### src/rtl/counter_pkg.sv
// rtl/counter_pkg.sv - shared opcodes, FSM states and constants for the counter command driver
package counter_pkg;

    typedef enum logic [1:0] {
        OP_CLEAR = 2'b00,
        OP_LOAD  = 2'b01,
        OP_UP    = 2'b10,
        OP_DOWN  = 2'b11
    } cnt_op_e;

    typedef enum logic [1:0] {
        ST_IDLE,
        ST_CLEAR,
        ST_LOAD,
        ST_RUN
    } drv_state_e;

    localparam int MISMATCH_CNT_W = 8;

    // Saturating increment for the mismatch counter; sticks at all-ones.
    function automatic logic [MISMATCH_CNT_W-1:0] sat_inc(input logic [MISMATCH_CNT_W-1:0] v);
        return (v == '1) ? v : v + 1'b1;
    endfunction

endpackage

### src/rtl/counter_shadow_check.sv
// rtl/counter_shadow_check.sv - shadow counter model, qd comparator and saturating mismatch counter
module counter_shadow_check
    import counter_pkg::*;
#(
    parameter int WIDTH = 8
)
(
    input  logic                      i_clk,
    input  logic                      i_reset,
    input  logic                      i_clear,
    input  logic                      i_load,
    input  logic                      i_up_down,
    input  logic [WIDTH-1:0]          i_d,
    input  logic [WIDTH-1:0]          i_qd,
    output logic                      o_mismatch,
    output logic [MISMATCH_CNT_W-1:0] o_mismatch_cnt
);

    logic [WIDTH-1:0]          r_shadow;
    logic [WIDTH-1:0]          w_shadow_next;
    logic                      r_armed;
    logic                      r_mismatch;
    logic [MISMATCH_CNT_W-1:0] r_mismatch_cnt;

    // Value the counter takes at the next edge given the control it is sampling now.
    always_comb begin
        w_shadow_next = r_shadow;
        if (!i_clear) begin
            w_shadow_next = '0;
        end else if (i_load) begin
            w_shadow_next = i_d;
        end else if (i_up_down) begin
            w_shadow_next = r_shadow + 1'b1;
        end else begin
            w_shadow_next = r_shadow - 1'b1;
        end
    end

    // Shadow tracks the counter on the same edge; checker arms on the first edge out of reset.
    always_ff @(posedge i_clk) begin
        if (i_reset) begin
            r_shadow <= '0;
            r_armed  <= 1'b0;
        end else begin
            r_shadow <= w_shadow_next;
            r_armed  <= 1'b1;
        end
    end

    // Sticky divergence flag and per-cycle mismatch count while armed.
    always_ff @(posedge i_clk) begin
        if (i_reset) begin
            r_mismatch     <= 1'b0;
            r_mismatch_cnt <= '0;
        end else if (r_armed && (i_qd != r_shadow)) begin
            r_mismatch     <= 1'b1;
            r_mismatch_cnt <= sat_inc(r_mismatch_cnt);
        end
    end

    assign o_mismatch     = r_mismatch;
    assign o_mismatch_cnt = r_mismatch_cnt;

endmodule

### src/rtl/counter_cmd_driver.sv
// rtl/counter_cmd_driver.sv - command-driven initiator for behav_counter; CNT_DRV_CHECK_EN adds the qd shadow checker
module counter_cmd_driver
    import counter_pkg::*;
#(
    parameter int WIDTH = 8
)
(
    input  logic                      i_clk,
    input  logic                      i_reset,
    input  logic                      i_cmd_valid,
    output logic                      o_cmd_ready,
    input  logic [1:0]                i_cmd_op,
    input  logic [WIDTH-1:0]          i_cmd_arg,
    output logic                      o_clear,
    output logic                      o_load,
    output logic                      o_up_down,
    output logic [WIDTH-1:0]          o_d,
    input  logic [WIDTH-1:0]          i_qd,
    output logic                      o_done,
    output logic                      o_busy,
    output logic                      o_mismatch,
    output logic [MISMATCH_CNT_W-1:0] o_mismatch_cnt
);

    drv_state_e       r_state;
    logic [WIDTH-1:0] r_steps;
    logic             r_clear;
    logic             r_load;
    logic             r_up_down;
    logic [WIDTH-1:0] r_d;
    logic             r_done;
    logic             r_busy;
    logic             r_cmd_ready;

    cnt_op_e          w_op;
    logic             w_accept;

    assign w_op     = cnt_op_e'(i_cmd_op);
    assign w_accept = i_cmd_valid && r_cmd_ready;

    // Command FSM with registered drive. r_d always carries the expected count outside
    // of a LOAD, so IDLE can hold the counter by reloading it.
    always_ff @(posedge i_clk) begin
        if (i_reset) begin
            r_state     <= ST_IDLE;
            r_steps     <= '0;
            r_clear     <= 1'b0;
            r_load      <= 1'b0;
            r_up_down   <= 1'b0;
            r_d         <= '0;
            r_done      <= 1'b0;
            r_busy      <= 1'b0;
            r_cmd_ready <= 1'b0;
        end else begin
            r_done <= 1'b0;
            case (r_state)
                ST_IDLE: begin
                    r_clear     <= 1'b1;
                    r_load      <= 1'b1;
                    r_busy      <= 1'b0;
                    r_cmd_ready <= 1'b1;
                    if (w_accept) begin
                        // Ready drops for at least one cycle after every accept.
                        r_cmd_ready <= 1'b0;
                        case (w_op)
                            OP_CLEAR: begin
                                r_state <= ST_CLEAR;
                                r_clear <= 1'b0;
                                r_load  <= 1'b0;
                                r_busy  <= 1'b1;
                            end
                            OP_LOAD: begin
                                r_state <= ST_LOAD;
                                r_d     <= i_cmd_arg;
                                r_busy  <= 1'b1;
                            end
                            default: begin
                                if (i_cmd_arg == '0) begin
                                    // Zero-step count: complete immediately, counter keeps holding.
                                    r_done <= 1'b1;
                                end else begin
                                    r_state   <= ST_RUN;
                                    r_load    <= 1'b0;
                                    r_up_down <= (w_op == OP_UP);
                                    r_steps   <= i_cmd_arg;
                                    r_busy    <= 1'b1;
                                end
                            end
                        endcase
                    end
                end
                ST_CLEAR: begin
                    r_state     <= ST_IDLE;
                    r_clear     <= 1'b1;
                    r_load      <= 1'b1;
                    r_d         <= '0;
                    r_done      <= 1'b1;
                    r_busy      <= 1'b0;
                    r_cmd_ready <= 1'b1;
                end
                ST_LOAD: begin
                    r_state     <= ST_IDLE;
                    r_done      <= 1'b1;
                    r_busy      <= 1'b0;
                    r_cmd_ready <= 1'b1;
                end
                ST_RUN: begin
                    r_d     <= r_up_down ? r_d + 1'b1 : r_d - 1'b1;
                    r_steps <= r_steps - 1'b1;
                    if (r_steps == WIDTH'(1)) begin
                        r_state     <= ST_IDLE;
                        r_load      <= 1'b1;
                        r_done      <= 1'b1;
                        r_busy      <= 1'b0;
                        r_cmd_ready <= 1'b1;
                    end
                end
                default: r_state <= ST_IDLE;
            endcase
        end
    end

    assign o_cmd_ready = r_cmd_ready;
    assign o_clear     = r_clear;
    assign o_load      = r_load;
    assign o_up_down   = r_up_down;
    assign o_d         = r_d;
    assign o_done      = r_done;
    assign o_busy      = r_busy;

`ifdef CNT_DRV_CHECK_EN
    counter_shadow_check #(
        .WIDTH(WIDTH)
    ) u_shadow_check (
        .i_clk          (i_clk),
        .i_reset        (i_reset),
        .i_clear        (r_clear),
        .i_load         (r_load),
        .i_up_down      (r_up_down),
        .i_d            (r_d),
        .i_qd           (i_qd),
        .o_mismatch     (o_mismatch),
        .o_mismatch_cnt (o_mismatch_cnt)
    );
`else
    logic [WIDTH-1:0] w_unused_qd;
    assign w_unused_qd    = i_qd;
    assign o_mismatch     = 1'b0;
    assign o_mismatch_cnt = '0;
`endif

endmodule
### config.mk
export PLATFORM = sky130hd
export DESIGN_NAME = counter_cmd_driver
export DESIGN_NICKNAME = d
export VERILOG_FILES = /design/src/rtl/counter_pkg.sv /design/src/rtl/counter_shadow_check.sv /design/src/rtl/counter_cmd_driver.sv
export SDC_FILE = /design/constraint.sdc
export NUM_CORES = 1
export LEC_CHECK = 0
export BUFFER_PORTS_ARGS = -buffer_cell sky130_fd_sc_hd__buf_2
export CORE_ASPECT_RATIO = 0.9
export CORE_MARGIN = 5
export CORE_UTILIZATION = 56
export CTS_BUF_LIST = sky130_fd_sc_hd__clkbuf_8
export DETAILED_ROUTE_END_ITERATION = 7
export PLACE_DENSITY = 0.89
export SYNTH_ARGS = -nofsm -noshare
export SYNTH_HDL_FRONTEND = slang
export SYNTH_SLANG_ARGS = --single-unit
### constraint.sdc
create_clock -name i_clk -period 2.6 [get_ports i_clk]
set_clock_uncertainty 0.1 [all_clocks]
set_input_delay 0.26 -clock i_clk [delete_from_list [all_inputs] [get_ports i_clk]]
set_output_delay 0.26 -clock i_clk [all_outputs]
set_load 0.01 [all_outputs]
### After elaboration in Yosys (flattened, before gate mapping)

Index checks and enable logic that the tools add are counted.

* add/subtract/negate cells: 3
* equality and inequality tests: 12
* multiplexer cells: 32
* bitwise operators: 2
* reductions and logical operators: 14

Operators by type and width (count)
* two-way mux 8 bit: 6
* one-hot mux 8 bit (3 select lines): 1
* one-hot mux 8 bit (2 select lines): 1
* subtractor 8 x 1 -> 8 bit, second input constant: 2
* two-way mux 1 bit: 13
* one-hot mux 1 bit (3 select lines): 4
* adder 8 x 1 -> 8 bit, second input constant: 1
* equality test 8 x 1 -> 1 bit, second input constant: 1
* logical NOT 8 bit: 1
* != test 2 bit, second input constant: 4
* AND reduction 4 bit: 2
* equality test 2 bit, second input constant: 3
* two-way mux 2 bit: 3
* one-hot mux 2 bit (3 select lines): 1
* AND reduction 3 bit: 2
* equality test 2 x 1 -> 1 bit, second input constant: 2
* logical NOT 2 bit: 2
* != test 4 x 2 -> 1 bit, second input constant: 1
* one-hot mux 1 bit (2 select lines): 2
* one-hot mux 2 bit (2 select lines): 1
* nonzero test 2 bit: 2
* OR reduction 2 bit: 2
* nonzero test 3 bit: 1
* != test 2 x 1 -> 1 bit, second input constant: 1
* 3 further kinds: 4

* register bits: 24
* bits of input ports: 21
* output and inout bits: 23
* logic and storage cells: 72

### Logic depth before layout (Yosys ltp)

* word-level depth: 5
* mapped depth: 7
* depth with buffers taken out: 6

### Worst setup path before layout

No wires, ideal clock.

* path kind: reg2reg
* start point: register r_up_down, in the netlist o_up_down
* end point: register r_d[7], in the netlist o_d[7]
* setup time: 0.082 ns
* data arrival time: 1.770 ns
* data required time: 2.418 ns
* slack: 0.647 ns
* cell stages (with the launch flop): 7
* path buffers: 0
* clock period less this slack: 1.953 ns
* cells stage by stage: dfxtp_1 inv_1 ha_1 a211oi_1 o211ai_1 a2111o_1 o221ai_1

* cells in the longest elaborated chain, start to end: 2

Ends and longest elaborated chain
* start, declared: line counter_cmd_driver.sv:29 `logic r_up_down;`
* start signal, assigned: line counter_cmd_driver.sv:84 `r_up_down <= (w_op == OP_UP);`
* two-way mux 8 bit: line counter_cmd_driver.sv:108 `r_d <= r_up_down ? r_d + 1'b1 : r_d - 1'b1;`
* one-hot mux 8 bit (3 select lines): line counter_cmd_driver.sv:56 `case (r_state)`
* end signal, assigned: line counter_cmd_driver.sv:74 `r_d <= i_cmd_arg;`
* end signal, assigned: line counter_cmd_driver.sv:108
* end, declared: line counter_cmd_driver.sv:30 `logic [WIDTH-1:0] r_d;`

No other way between the ends.
A chain may end at the register's enable or synchronous reset.

### Worst setup path after layout

* start point: register r_state[1]
* end point: register r_steps[3]

* cells in the longest elaborated chain, start to end: 3
* elaborated cells between the ends (all ways): 8
* those cells by class: eq/ne: 4; mux: 1; reduce/logical: 3

Ends and longest elaborated chain
* start, declared: line counter_cmd_driver.sv:25 `drv_state_e r_state;`
* start signal, assigned: line counter_cmd_driver.sv:45 `r_state <= ST_IDLE;`
* start signal, assigned: line counter_cmd_driver.sv:67 `r_state <= ST_CLEAR;`
* start signal, assigned: line counter_cmd_driver.sv:73 `r_state <= ST_LOAD;`
* equality test 2 bit / logical NOT 2 bit (equally long branches): line counter_cmd_driver.sv:56
* nonzero test 2 bit (no line) / != test 2 bit (equally long branches)
* AND reduction 4 bit (no line)
* end signal, assigned: line counter_cmd_driver.sv:85 `r_steps <= i_cmd_arg;`
* end signal, assigned: line counter_cmd_driver.sv:109 `r_steps <= r_steps - 1'b1;`
* end, declared: line counter_cmd_driver.sv:26 `logic [WIDTH-1:0] r_steps;`

Parallel ways exist; a longest one is shown, timed or not.

==> summary.md <==
| Metric | Value |
|---|---|
| Routed Antenna Nets | 0 |
| Slew Limit Headroom | 65.9% |
| Vias | 1,805 |
| Peak supply drop | 0.586 mV |
| Cell count after placement | 291 |
| First-pass GRT wire length | 7800 um |
| PD cells | 803 nW/um^2 |
| I/O Buffers | 26 |
| Final slew viol count | 0 |
| Max Fclk | 482 MHz |
| Int Pwr | 935 uW |
| Critical path capture point type | register |
| Combinational Power Share | 52.5% |
| Synth area leader | dfxtp_1 |
| Post-synth EDFFs | 0 |
| Final period util | 79.9% |
| CP Class | register to register |
| Die W | 71.0 um |
| Gate Count Post-Synth | 225 |
| Finished Layout Cells | 295 |
| Largest net degree at the start of global routing | 24 |
| Sequential power share | 31.7% |
| Register area share after synthesis | 25.6% |
| Worst min-delay path category | primary input to register |
| Worst-path maximum fanout | 10 |
| Core area | 3300 um^2 |
| Area contributors post-synth | dfxtp_1 26%, ha_1 8.7%, a21oi_1 5.1% |
| #FFs+latches synth | 24 |
| Post-DP HPWL | 3530 um |
| Die ar. | 4610 um^2 |
| Clock tree sinks | 24 |
| CP startpoint kind | register |
| CTS tree | built |
| Wirelength per Cell | 15.8 um |
| Status | completed |
| Netlist cell types | 60 |
| Die Height | 64.9 um |
| Post-cts sizing count | 0 |
| Num ports | 44 |
| Hold Vio Cnt, Final | 0 |
| RD Place Congestion | 0.930 |
| Num CTS Buffers | 3 |
| Count leader, synth | dfxtp_1 |
| Grt ovf | 0 |
| CP cell instances | inv_1, ha_1, nand2_1, a211oi_2, o21ai_0, a32o_1 |
| Root Driver | clkbuf_8 |
| Drc violations | 0 |
| WL final | 4650 um |
| Clock transition at path regs | 0.09 ns |
| Sw frac | 42.8% |
| Final setup viols | 0 |
| Switching pwr | 699 uW |
| Yosys warns | 0 |
| Critical path's slowest cell | a211oi_2 |
| Share of cells above drive strength 1 | 20.7% |
| CP max stage delay | 0.44 ns |
| Slew @ Worst Pin | 0.511 ns |
| Total track usage | 20.8% |
| Synth Cell Area | 1870 um^2 |
| FILL cells | 313 |
| Setup TNS | 0 ns |
| Antenna cells | 0 |
| Clk buf depth | 2 |
| H-Tree Depth | 1 |
| Pre-CTS WS | 0.543 ns |
| Post-synth top cells | 24 x dfxtp_1, 21 x nor2_1, 19 x a21oi_1, 19 x nand2_1 |
| Post-CTS Setup Inserts | 0 |
| Initial core utilization | 56.7% |
| Crit path arrival time | 2.14 ns |
| Cell row count | 20 |
| Synth async-reset ratio | 0% |
| Layout area overhead | 8.61% |
| CP required | 2.67 ns |
| # hold bufs at CTS | 0 |
| Vias in the first global route | 1,718 |
| Static Leak | 0.856 nW |
| Initial antenna violation count | 0 |
| Fin worst setup slack | 0.523 ns |
| Final min period | 2.08 ns |
| Clock power frac | 15.7% |
| First drt pass iteration count | 4 |
| Avg Inst Size Synth | 8.33 um^2 |
| Layout Utilization | 61.6% |
| Initial DRC Count | 201 |
| Fin nets | 287 |
| Max_cap viols | 0 |
| Worst-Skew Late Latency | 0.27 ns |
| DR vias/cell | 6.12 |
| Share of the synthesized area in the top cell type | 25.6% |
| Top FF cell, synth | dfxtp_1 |
| RSZ-0062 raised after global routing | no |
-- placed cells by master, fill, tap and decap left out, types with 3 or more instances in the layout --
cell type and count:
a31oi_1 8, o211ai_1 5, o21ai_0 6, nor3_1 3
clkbuf_8 4, nor2_1 21, nand2b_1 3, buf_2 26
buf_4 4, nor2b_1 4, a22oi_1 3, a21oi_1 19
nand2_1 19, o22ai_1 3, dfxtp_1 24, o31ai_1 3
conb_1 9, a211oi_1 5, nand3_1 7, inv_1 13
ha_1 13
-- power by group through the flow --
| stage | Clock [mW] | Combinational, mW | Sequential, mW |
|---|---|---|---|
| 6_report | 0.257 | 0.859 | 0.519 |
| 3_3_place_gp | 0 | 0.820 | 0.522 |
| 2_1_floorplan | 0 | 0.629 | 0.540 |
| 5_1_grt | 0.281 | 0.960 | 0.531 |
| 3_5_place_dp | 0 | 0.844 | 0.524 |
| 4_1_cts | 0.262 | 0.853 | 0.516 |
-- sequential cells by signal, summed over array words and instances (netlist names) --
signal,count
o_d,8
o_busy,1
o_clear,1
r_steps,8
o_cmd_ready,1
o_done,1
r_state,2
o_load,1
o_up_down,1
-- path summary, 6_finish.rpt --
check	from	end	slack (ns)	cells past startpoint
setup / recovery	r_state[1]	r_steps[3]	0.52	6
hold / removal	i_cmd_op[0]	o_up_down	0.13	2
hold reg to reg	o_busy	o_busy	0.35	2
setup reg to reg	r_state[1]	r_steps[3]	0.52	6
-- final cells by class --
cell class / instances / area [um^2] / share of cell area, %
Multi-Input combinational cell: 180 / 1240 / 60.7
Sequential cell: 24 / 480 / 23.6
Timing Repair Buffer: 30 / 160 / 7.87
Clock buffer: 4 / 55.1 / 2.70
Tap cell: 44 / 55.1 / 2.70
Inverter: 13 / 48.8 / 2.40
-- cell families after synthesis --
family	Yosys count	synth area share, %
other cells	1	0.200
compound gates	77	29.7
mux	3	1.74
simple gates	75	22.0
buf+inv	29	10.0
xor+xnor	2	0.935
fa+ha+maj	14	9.75
flops	24	25.6
-- metal layers --
metal	wire, um	vias up	GRT usage (%)
li1	-	877	-
met1	2000	840	26.8
met2	2180	76	33.7
met3	366	12	5.58
met4	111	0	7.04
met5	0	-	0
-- worst max-delay path, delay by kind of cell, from the launching register on --
kind            cells  cell delay [ns]
flops               1             0.35
compound gates      3             0.88
simple gates        1             0.14
fa+ha+maj           1             0.37
buf+inv             1             0.13
-- per-stage QoR --
stage | power [mW] | cell area, um^2 | hold slack, ns
finish | 1.63 | 2040 | 0.130
global route | 1.77 | 2040 | 0.128
CTS | 1.63 | 2040 | 0.125
detailed placement | 1.37 | 1980 | 0.344
global placement | 1.34 | 1980 | 0.340
floorplan | 1.17 | 1900 | 0.256
(Power assumes the default switching activity.)
